<file path="src/rtl/vt52_pkg.sv">
// Shared VT52 terminal definitions: screen geometry, control codes and the
// character writer state encoding. The CLEAR_ALL state exists only when
// FF_CLEAR_EN is defined.
package vt52_pkg;

  localparam int unsigned COLS   = 64;
  localparam int unsigned ROWS   = 16;
  localparam int unsigned COL_W  = 6;
  localparam int unsigned ROW_W  = 4;
  localparam int unsigned ADDR_W = ROW_W + COL_W;
  localparam int unsigned CNT_W  = 10;

  localparam logic [7:0] CH_BS       = 8'h08;
  localparam logic [7:0] CH_LF       = 8'h0A;
  localparam logic [7:0] CH_FF       = 8'h0C;
  localparam logic [7:0] CH_CR       = 8'h0D;
  localparam logic [7:0] CH_PRINT_LO = 8'h20;
  localparam logic [7:0] CH_PRINT_HI = 8'h7E;

`ifdef FF_CLEAR_EN
  typedef enum logic [1:0] {ST_IDLE, ST_CLEAR, ST_CLEAR_ALL} state_t;
`else
  typedef enum logic [1:0] {ST_IDLE, ST_CLEAR} state_t;
`endif

  function automatic logic is_printable(input logic [7:0] c);
    return (c >= CH_PRINT_LO) && (c <= CH_PRINT_HI);
  endfunction

endpackage

</file>
<file path="src/rtl/char_writer_if.sv">
// Character input handshake plus character buffer write port.
// master: character source / bench side; slave: the char_writer itself.
interface char_writer_if;
  import vt52_pkg::*;

  logic [7:0]        in_char;
  logic              in_valid;
  logic              in_ready;
  logic [ADDR_W-1:0] buf_waddr;
  logic [7:0]        buf_din;
  logic              buf_we;

  modport master (
    output in_char, in_valid,
    input  in_ready, buf_waddr, buf_din, buf_we
  );

  modport slave (
    input  in_char, in_valid,
    output in_ready, buf_waddr, buf_din, buf_we
  );
endinterface

</file>
<file path="src/rtl/char_writer.sv">
// VT52-style character writer: places printable characters at the cursor,
// handles BS/CR/LF, auto-wraps, and scrolls by advancing first_row and
// clearing the newly exposed row. Optional macro FF_CLEAR_EN adds a
// form-feed full-screen clear (CLEAR_ALL state).
module char_writer
  import vt52_pkg::*;
#(
  parameter logic [7:0] CLEAR_CHAR = 8'h20
) (
  input  logic             clk,
  input  logic             rst_n,
  char_writer_if.slave     bus,
  output logic [ROW_W-1:0] cursor_row,
  output logic [COL_W-1:0] cursor_col,
  output logic [ROW_W-1:0] first_row,
  output logic             busy
);

  state_t            state_q, state_d;
  logic [ROW_W-1:0]  row_q, row_d;
  logic [COL_W-1:0]  col_q, col_d;
  logic [ROW_W-1:0]  first_q, first_d;
  logic [CNT_W-1:0]  cnt_q, cnt_d;
  logic              we_q, we_d;
  logic [ADDR_W-1:0] waddr_q, waddr_d;
  logic [7:0]        din_q, din_d;
  logic              do_lf;

  assign bus.in_ready  = (state_q == ST_IDLE);
  assign bus.buf_we    = we_q;
  assign bus.buf_waddr = waddr_q;
  assign bus.buf_din   = din_q;
  assign cursor_row    = row_q;
  assign cursor_col    = col_q;
  assign first_row     = first_q;
  assign busy          = (state_q != ST_IDLE);

  // Next-state, cursor update and registered buffer-write computation.
  always_comb begin
    state_d = state_q;
    row_d   = row_q;
    col_d   = col_q;
    first_d = first_q;
    cnt_d   = cnt_q;
    we_d    = 1'b0;
    waddr_d = waddr_q;
    din_d   = din_q;
    do_lf   = 1'b0;

    unique case (state_q)
      ST_IDLE: begin
        if (bus.in_valid) begin
          if (is_printable(bus.in_char)) begin
            we_d    = 1'b1;
            din_d   = bus.in_char;
            waddr_d = {first_q + row_q, col_q};
            if (col_q == COL_W'(COLS - 1)) begin
              col_d = '0;
              do_lf = 1'b1;
            end else begin
              col_d = col_q + COL_W'(1);
            end
          end else if (bus.in_char == CH_LF) begin
            do_lf = 1'b1;
          end else if (bus.in_char == CH_CR) begin
            col_d = '0;
          end else if (bus.in_char == CH_BS) begin
            if (col_q != '0) col_d = col_q - COL_W'(1);
`ifdef FF_CLEAR_EN
          end else if (bus.in_char == CH_FF) begin
            row_d   = '0;
            col_d   = '0;
            first_d = '0;
            cnt_d   = '0;
            state_d = ST_CLEAR_ALL;
`endif
          end
          // Scroll: the clear targets the row that becomes the new bottom,
          // i.e. new first_row + 15, which is the old top row.
          if (do_lf) begin
            if (row_q != ROW_W'(ROWS - 1)) begin
              row_d = row_q + ROW_W'(1);
            end else begin
              first_d = first_q + ROW_W'(1);
              cnt_d   = '0;
              state_d = ST_CLEAR;
            end
          end
        end
      end
      ST_CLEAR: begin
        we_d    = 1'b1;
        din_d   = CLEAR_CHAR;
        waddr_d = {first_q + ROW_W'(ROWS - 1), cnt_q[COL_W-1:0]};
        cnt_d   = cnt_q + CNT_W'(1);
        if (cnt_q[COL_W-1:0] == COL_W'(COLS - 1)) state_d = ST_IDLE;
      end
`ifdef FF_CLEAR_EN
      ST_CLEAR_ALL: begin
        we_d    = 1'b1;
        din_d   = CLEAR_CHAR;
        waddr_d = cnt_q;
        cnt_d   = cnt_q + CNT_W'(1);
        if (cnt_q == '1) state_d = ST_IDLE;
      end
`endif
      default: state_d = ST_IDLE;
    endcase
  end

  // State and output registers with synchronous active-low reset.
  always_ff @(posedge clk) begin
    if (!rst_n) begin
      state_q <= ST_IDLE;
      row_q   <= '0;
      col_q   <= '0;
      first_q <= '0;
      cnt_q   <= '0;
      we_q    <= 1'b0;
      waddr_q <= '0;
      din_q   <= '0;
    end else begin
      state_q <= state_d;
      row_q   <= row_d;
      col_q   <= col_d;
      first_q <= first_d;
      cnt_q   <= cnt_d;
      we_q    <= we_d;
      waddr_q <= waddr_d;
      din_q   <= din_d;
    end
  end

endmodule

</file>
<file path="src/flat_wrapper.sv">
// flat-port wrapper written by rule: the top's interface ports become plain ports
module char_writer_flat import vt52_pkg::*;
#(
  parameter logic [7:0] CLEAR_CHAR = 8'h20
)
  (clk, rst_n, cursor_row, cursor_col, first_row, busy, bus_in_char, bus_in_valid, bus_in_ready, bus_buf_waddr, bus_buf_din, bus_buf_we);
  char_writer_if bus_i ();
  input  logic clk;
  input  logic rst_n;
  output logic [ROW_W-1:0] cursor_row;
  output logic [COL_W-1:0] cursor_col;
  output logic [ROW_W-1:0] first_row;
  output logic busy;
  input wire logic [$bits(bus_i.in_char)-1:0] bus_in_char;
  input wire logic [$bits(bus_i.in_valid)-1:0] bus_in_valid;
  output wire logic [$bits(bus_i.in_ready)-1:0] bus_in_ready;
  output wire logic [$bits(bus_i.buf_waddr)-1:0] bus_buf_waddr;
  output wire logic [$bits(bus_i.buf_din)-1:0] bus_buf_din;
  output wire logic [$bits(bus_i.buf_we)-1:0] bus_buf_we;
  assign bus_i.in_char = bus_in_char;
  assign bus_i.in_valid = bus_in_valid;
  assign bus_in_ready = bus_i.in_ready;
  assign bus_buf_waddr = bus_i.buf_waddr;
  assign bus_buf_din = bus_i.buf_din;
  assign bus_buf_we = bus_i.buf_we;
  char_writer #(.CLEAR_CHAR(CLEAR_CHAR)) u_core (.clk(clk), .rst_n(rst_n), .bus(bus_i), .cursor_row(cursor_row), .cursor_col(cursor_col), .first_row(first_row), .busy(busy));
endmodule
</file>
<file path="config.mk">
export PLATFORM = sky130hd
export DESIGN_NAME = char_writer_flat
export DESIGN_NICKNAME = d
export VERILOG_FILES = /design/src/rtl/vt52_pkg.sv /design/src/rtl/char_writer_if.sv /design/src/rtl/char_writer.sv /design/src/flat_wrapper.sv
export SDC_FILE = /design/constraint.sdc
export NUM_CORES = 1
export LEC_CHECK = 0
export CAP_MARGIN = 30
export CORE_ASPECT_RATIO = 1.5
export CORE_UTILIZATION = 51
export CTS_CLUSTER_DIAMETER = 200
export CTS_CLUSTER_SIZE = 14
export DETAILED_ROUTE_END_ITERATION = 8
export PLACE_DENSITY_LB_ADDON = 0.3
export SLEW_MARGIN = 20
export SYNTH_ARGS = -nofsm -noshare
export SYNTH_HDL_FRONTEND = slang
export SYNTH_SLANG_ARGS = --single-unit
export TNS_END_PERCENT = 100
</file>
<file path="constraint.sdc">
create_clock -name clk -period 3 [get_ports clk]
set_clock_uncertainty 0.05 [all_clocks]
set_input_delay 0.3 -clock clk [delete_from_list [all_inputs] [get_ports clk]]
set_output_delay 0.3 -clock clk [all_outputs]
set_load 0.1 [all_outputs]
</file>
## Word-level counts from Yosys, hierarchy flattened

Cells that the tools add are included.

| storage, ports and cells | value |
|---|---|
| flip-flop bits (word level) | 45 |
| logic and storage cells | 73 |

| operators by class | value |
|---|---|
| add/sub/neg operators | 7 |
| magnitude comparators | 2 |
| eq/ne operators | 13 |
| multiplexer cells | 29 |
| bitwise gates (word level) | 1 |
| reductions and logical operators | 13 |

Operator list:

| kind | number |
|---|---|
| $mux 10 | 5 |
| $pmux 10 s2 | 2 |
| $mux 6 | 6 |
| $eq 8x4->1 const B | 3 |
| $mux 8 | 2 |
| $pmux 8 s2 | 1 |
| $reduce_and 4->1 | 4 |
| $eq 6x6->1 const B | 2 |
| $add 10x1->10 const B | 1 |
| $add 4x1->4 const B | 2 |
| $ge 8x6->1 const B | 1 |
| $le 8x7->1 const B | 1 |
| $mux 2 | 4 |
| $ne 2x1->1 const B | 4 |
| $mux 1 | 7 |
| $add 6x1->6 const B | 1 |
| $reduce_bool 3->1 | 2 |
| $reduce_bool 6->1 | 1 |
| $sub 6x1->6 const B | 1 |
| $reduce_and 5->1 | 1 |
| $add 4x4->4 | 1 |
| $add 4x4->4 const B | 1 |
| $ne 2x2->1 const B | 2 |
| $ne 4x4->1 const B | 1 |
| 8 further kinds | 9 |

## Longest topological paths before layout

| logic depth | value |
|---|---|
| word-level depth | 8 |
| depth in mapped cells | 9 |
| mapped depth without buffers | 7 |

## Worst setup path after synthesis

Ideal clock, no wire load.

| timing path | value |
|---|---|
| path kind | reg2reg |
| start | reg u_core.state_q[0] |
| end | reg u_core.waddr_q[9], in the netlist u_core.bus.buf_waddr[9] |
| library setup time | 120 ps |
| arrival time | 2,713 ps |
| slack | 118 ps |
| stages on the path, launching flop included | 10 |
| buffers on the path | 2 |
| period minus slack after synthesis | 2,882 ps |
| cells stage by stage | dfxtp_1 > clkbuf_8 > clkbuf_1 > or2_2 > ha_1 > a21o_1 > a21oi_1 > xor2_1 > nor4_1 > o31a_1 |

| between the ends | value |
|---|---|
| word-level cells in the longest chain between the ends | 3 |

Ends and longest elaborated chain:

| item | RTL line | text |
|---|---|---|
| start: declaration | char_writer.sv:19 | `state_t state_q, state_d;` |
| start signal: assignment | char_writer.sv:123 | `state_q <= state_d;` |
| $logic_not 2->1 or $eq 2x1->1 (tied branches) | char_writer.sv:50 | `unique case (state_q)` |
| $ne 2x1->1 (no line), or another cell as far along | n/a |  |
| $reduce_and 3->1 (no line) | n/a |  |
| end signal: assignment | char_writer.sv:129 | `waddr_q <= waddr_d;` |
| end: declaration | char_writer.sv:25 | `logic [ADDR_W-1:0] waddr_q, waddr_d;` |

Several ways; a longest one is shown, not always the timed one.
A chain may end at the register's enable or synchronous reset.

## Final worst setup path

Ends and elaborated chain as after synthesis.

==> qor.yml <==
status:
  status: "complete, no violations"
power:
  p_per_area_mw_per_mm2: 467
  leakage_nw: 1.12
  vdd_drop_max_mv: 0.505
global_routing:
  grt_pass1_vias: 1875
  overflow: 0
  grt_use_total: 0.246
  antenna_found_initial: 0
  grt_pass1_wl_um: 8710
  grt_max_degree: 21
  gr-usage-met3: 0.0483
  met2_usage: 0.466
  busiest_layer: "met2"
  grt_util_met1: 0.264
sta:
  final.setup.worst_slack_ns: 0.750
  clock.fmax_mhz: 444
  rsz0062_at_grt: "false"
  timing.slew.headroom: 0.573
  worst_slew_pin_slew_ns: 0.639
  setup_violations: 0
  hold_viol_final: 0
  fin_crit_sh: 0.750
  finalSetupTns_ns: 0
  slew_viol_final: 0
  period_needed_ns: 2.25
finish:
  drive_above_1_share: 0.197
  fillers: 386
  area_delta_synth_final_pct: 22.3
  final-seq-area_um2: 801
  antennaDiodeCount: 0
  fin_nets: 330
  multi_input_area_mm2: 0.00129
route:
  drc: 0
  via_count: 2128
  first_pass_iters: 4
  viasPerCell: 5.99
  wl_per_cell_um: 15.4
  drt_iter0_drc: 100
  postRouteAntennaNets: 0
  wirelength_um: 5470
synth:
  synth_top_family_by_area: "simple AND/OR/NAND/NOR gates"
  synth-edff-count: 0
  synth-compound-area-share: 0.191
  syn_inst: 266
  yosys_most_used_dff: "dfxtp_1"
  synthAdderAreaFrac: 0.0603
  yosysSeqAreaShare: 0.364
  async_reset_ff_frac: 0
  ys_ff_latch: 40
  syn-num-nets: 287
  yosys.area_share.simple: 0.285
  synth_most_common_cell: "nand2_1"
  synthMuxAreaShare: 0.0364
  synth_area_mm2: 0.00220
  yosysWarnings: 0
  synthDistinctLibCells: 50
  yosys-top-cells-area: "dfxtp_1, nand2_1, ha_1"
  synth-xor-area-share: 0.0119
  synth_top_area_frac: 0.364
  syn_area_per_cell_um2: 8.27
  ys_top_cells_by_count: "nand2_1, dfxtp_1, a21oi_1"
  yosys.area.top_type: "dfxtp_1"
clocking:
  cts_max_path_buffers: 2
  root_buffer: "clkbuf_8"
  path_clk_slew_ns: 0.08
  clkSinkCount: 40
  cts_setup_buffers: 0
  ctsHoldBuffers: 0
  cts_buffers: 5
  cts_resized: 0
  clock_latency_ns: 0.30
  cts_tree: "done"
  cts_max_level: 2
die:
  io_pins: 46
  rows: 28
  die_w_um: 55.6
  die-area_mm2: 0.00459
  initial_core_util: 0.546
  coreArea_mm2: 0.00403
  die_h_um: 82.5
critical_path:
  crit_required_ns: 3.14
  critPathLaunchType: "flop"
  arrival_ns: 2.39
  endpoint_kind: "flop"
  path_class: "flop to flop"
  cp_max_fo: 20
worst_hold_path:
  hold_class: "flop to flop"
placement:
  dpl_worst_slack_ns: 0.476
  place_hpwl_um: 3930
  gp_congestion: 0.875
  port_buffers: 45
run:
  drv_cap: 0
==> metrics by stage <==
stage / cells / instance area [um2] / power, mW / hold WS [ns] / utilization
floorplan: 266 / 2200 / 0.735 / 0.386 / -
global placement: 346 / 2560 / 0.792 / 0.396 / 0.636
detailed placement: 346 / 2560 / 0.794 / 0.399 / 0.636
CTS: 354 / 2680 / 1.26 / 0.411 / 0.666
global route: 355 / 2690 / 1.30 / 0.435 / 0.668
finish: 355 / 2690 / 1.26 / 0.409 / 0.668
==> path summary, 6_finish.rpt <==
kind / to / slack, ns / startpoint / cells after the start
max: u_core.bus.buf_waddr[9] / 0.75 / u_core.state_q[0] / 7
min: u_core.bus.buf_din[1] / 0.41 / u_core.bus.buf_din[1] / 2
max reg2reg: u_core.bus.buf_waddr[9] / 0.75 / u_core.state_q[0] / 7
min reg2reg: u_core.bus.buf_din[1] / 0.41 / u_core.bus.buf_din[1] / 2
==> worst max-delay path: stages (launching register included) <==
cell     delay, ns
dfxtp_1       0.50
or2_2         0.40
ha_1          0.28
a21o_1        0.16
a21oi_1       0.17
xor2_1        0.21
nor4_1        0.07
o31a_1        0.30
==> flip-flops by register name (all words and copies together), names as in the netlist <==
signal,flops
u_core.bus.buf_din,8
u_core.bus.buf_waddr,10
u_core.bus.buf_we,1
u_core.cnt_q,6
u_core.cursor_col,6
u_core.cursor_row,4
u_core.first_row,4
u_core.state_q,1
==> cells by family after synthesis <==
kind of cell | after synthesis
flip-flops | 40
buffers and inverters | 20
multiplexers | 8
XOR/XNOR | 3
AO/OA/AOI/OAI | 63
adder cells (fa/ha/maj) | 10
AND/OR/NAND/NOR | 122
==> routing by layer <==
layer,wire length [um],share of wire,up-vias
li1,-,-,1050
met1,2240,0.41,1006
met2,2820,0.52,63
met3,296,0.054,9
met4,111,0.020,0
met5,0,0,-
==> final cells by class <==
cell class | instances | share of cell area
Inverter | 5 | 0.00697
Timing Repair Buffer | 51 | 0.152
Tap cell | 45 | 0.0209
Clock buffer | 6 | 0.0307
Clock inverter | 2 | 0.0144
Sequential cell | 40 | 0.298
Multi-Input combinational cell | 206 | 0.478
==> placed cells by master, fill, tap and decap left out, types with 2 or more instances in the layout <==
master and n:
a21oi_1 16, nor3b_1 3, or2_2 3, o32ai_1 2, buf_4 41, dfxtp_1 40, clkdlybuf4s50_1 10, nand2_1 52
a31oi_1 8, o31a_1 2, xor2_1 2, inv_1 5, nor3_1 10, ha_1 9, mux2i_1 8, o21ai_0 13
nor2_1 8, nand3_1 12, nand2b_1 11, nor4_1 2, nand4_1 7, a211oi_1 2, o41ai_1 2, clkbuf_8 6
and3_1 7, o22ai_1 4
==> power breakdown <==
part / switching [mW] / total, mW / leakage [nW] / internal (mW)
clock: 0.200 / 0.472 / 0.0614 / 0.272
sequential: 0.0162 / 0.558 / 0.324 / 0.542
combinational: 0.160 / 0.225 / 0.733 / 0.0648
total: 0.377 / 1.26 / 1.12 / 0.879
Power figures use the tool's default switching activity.
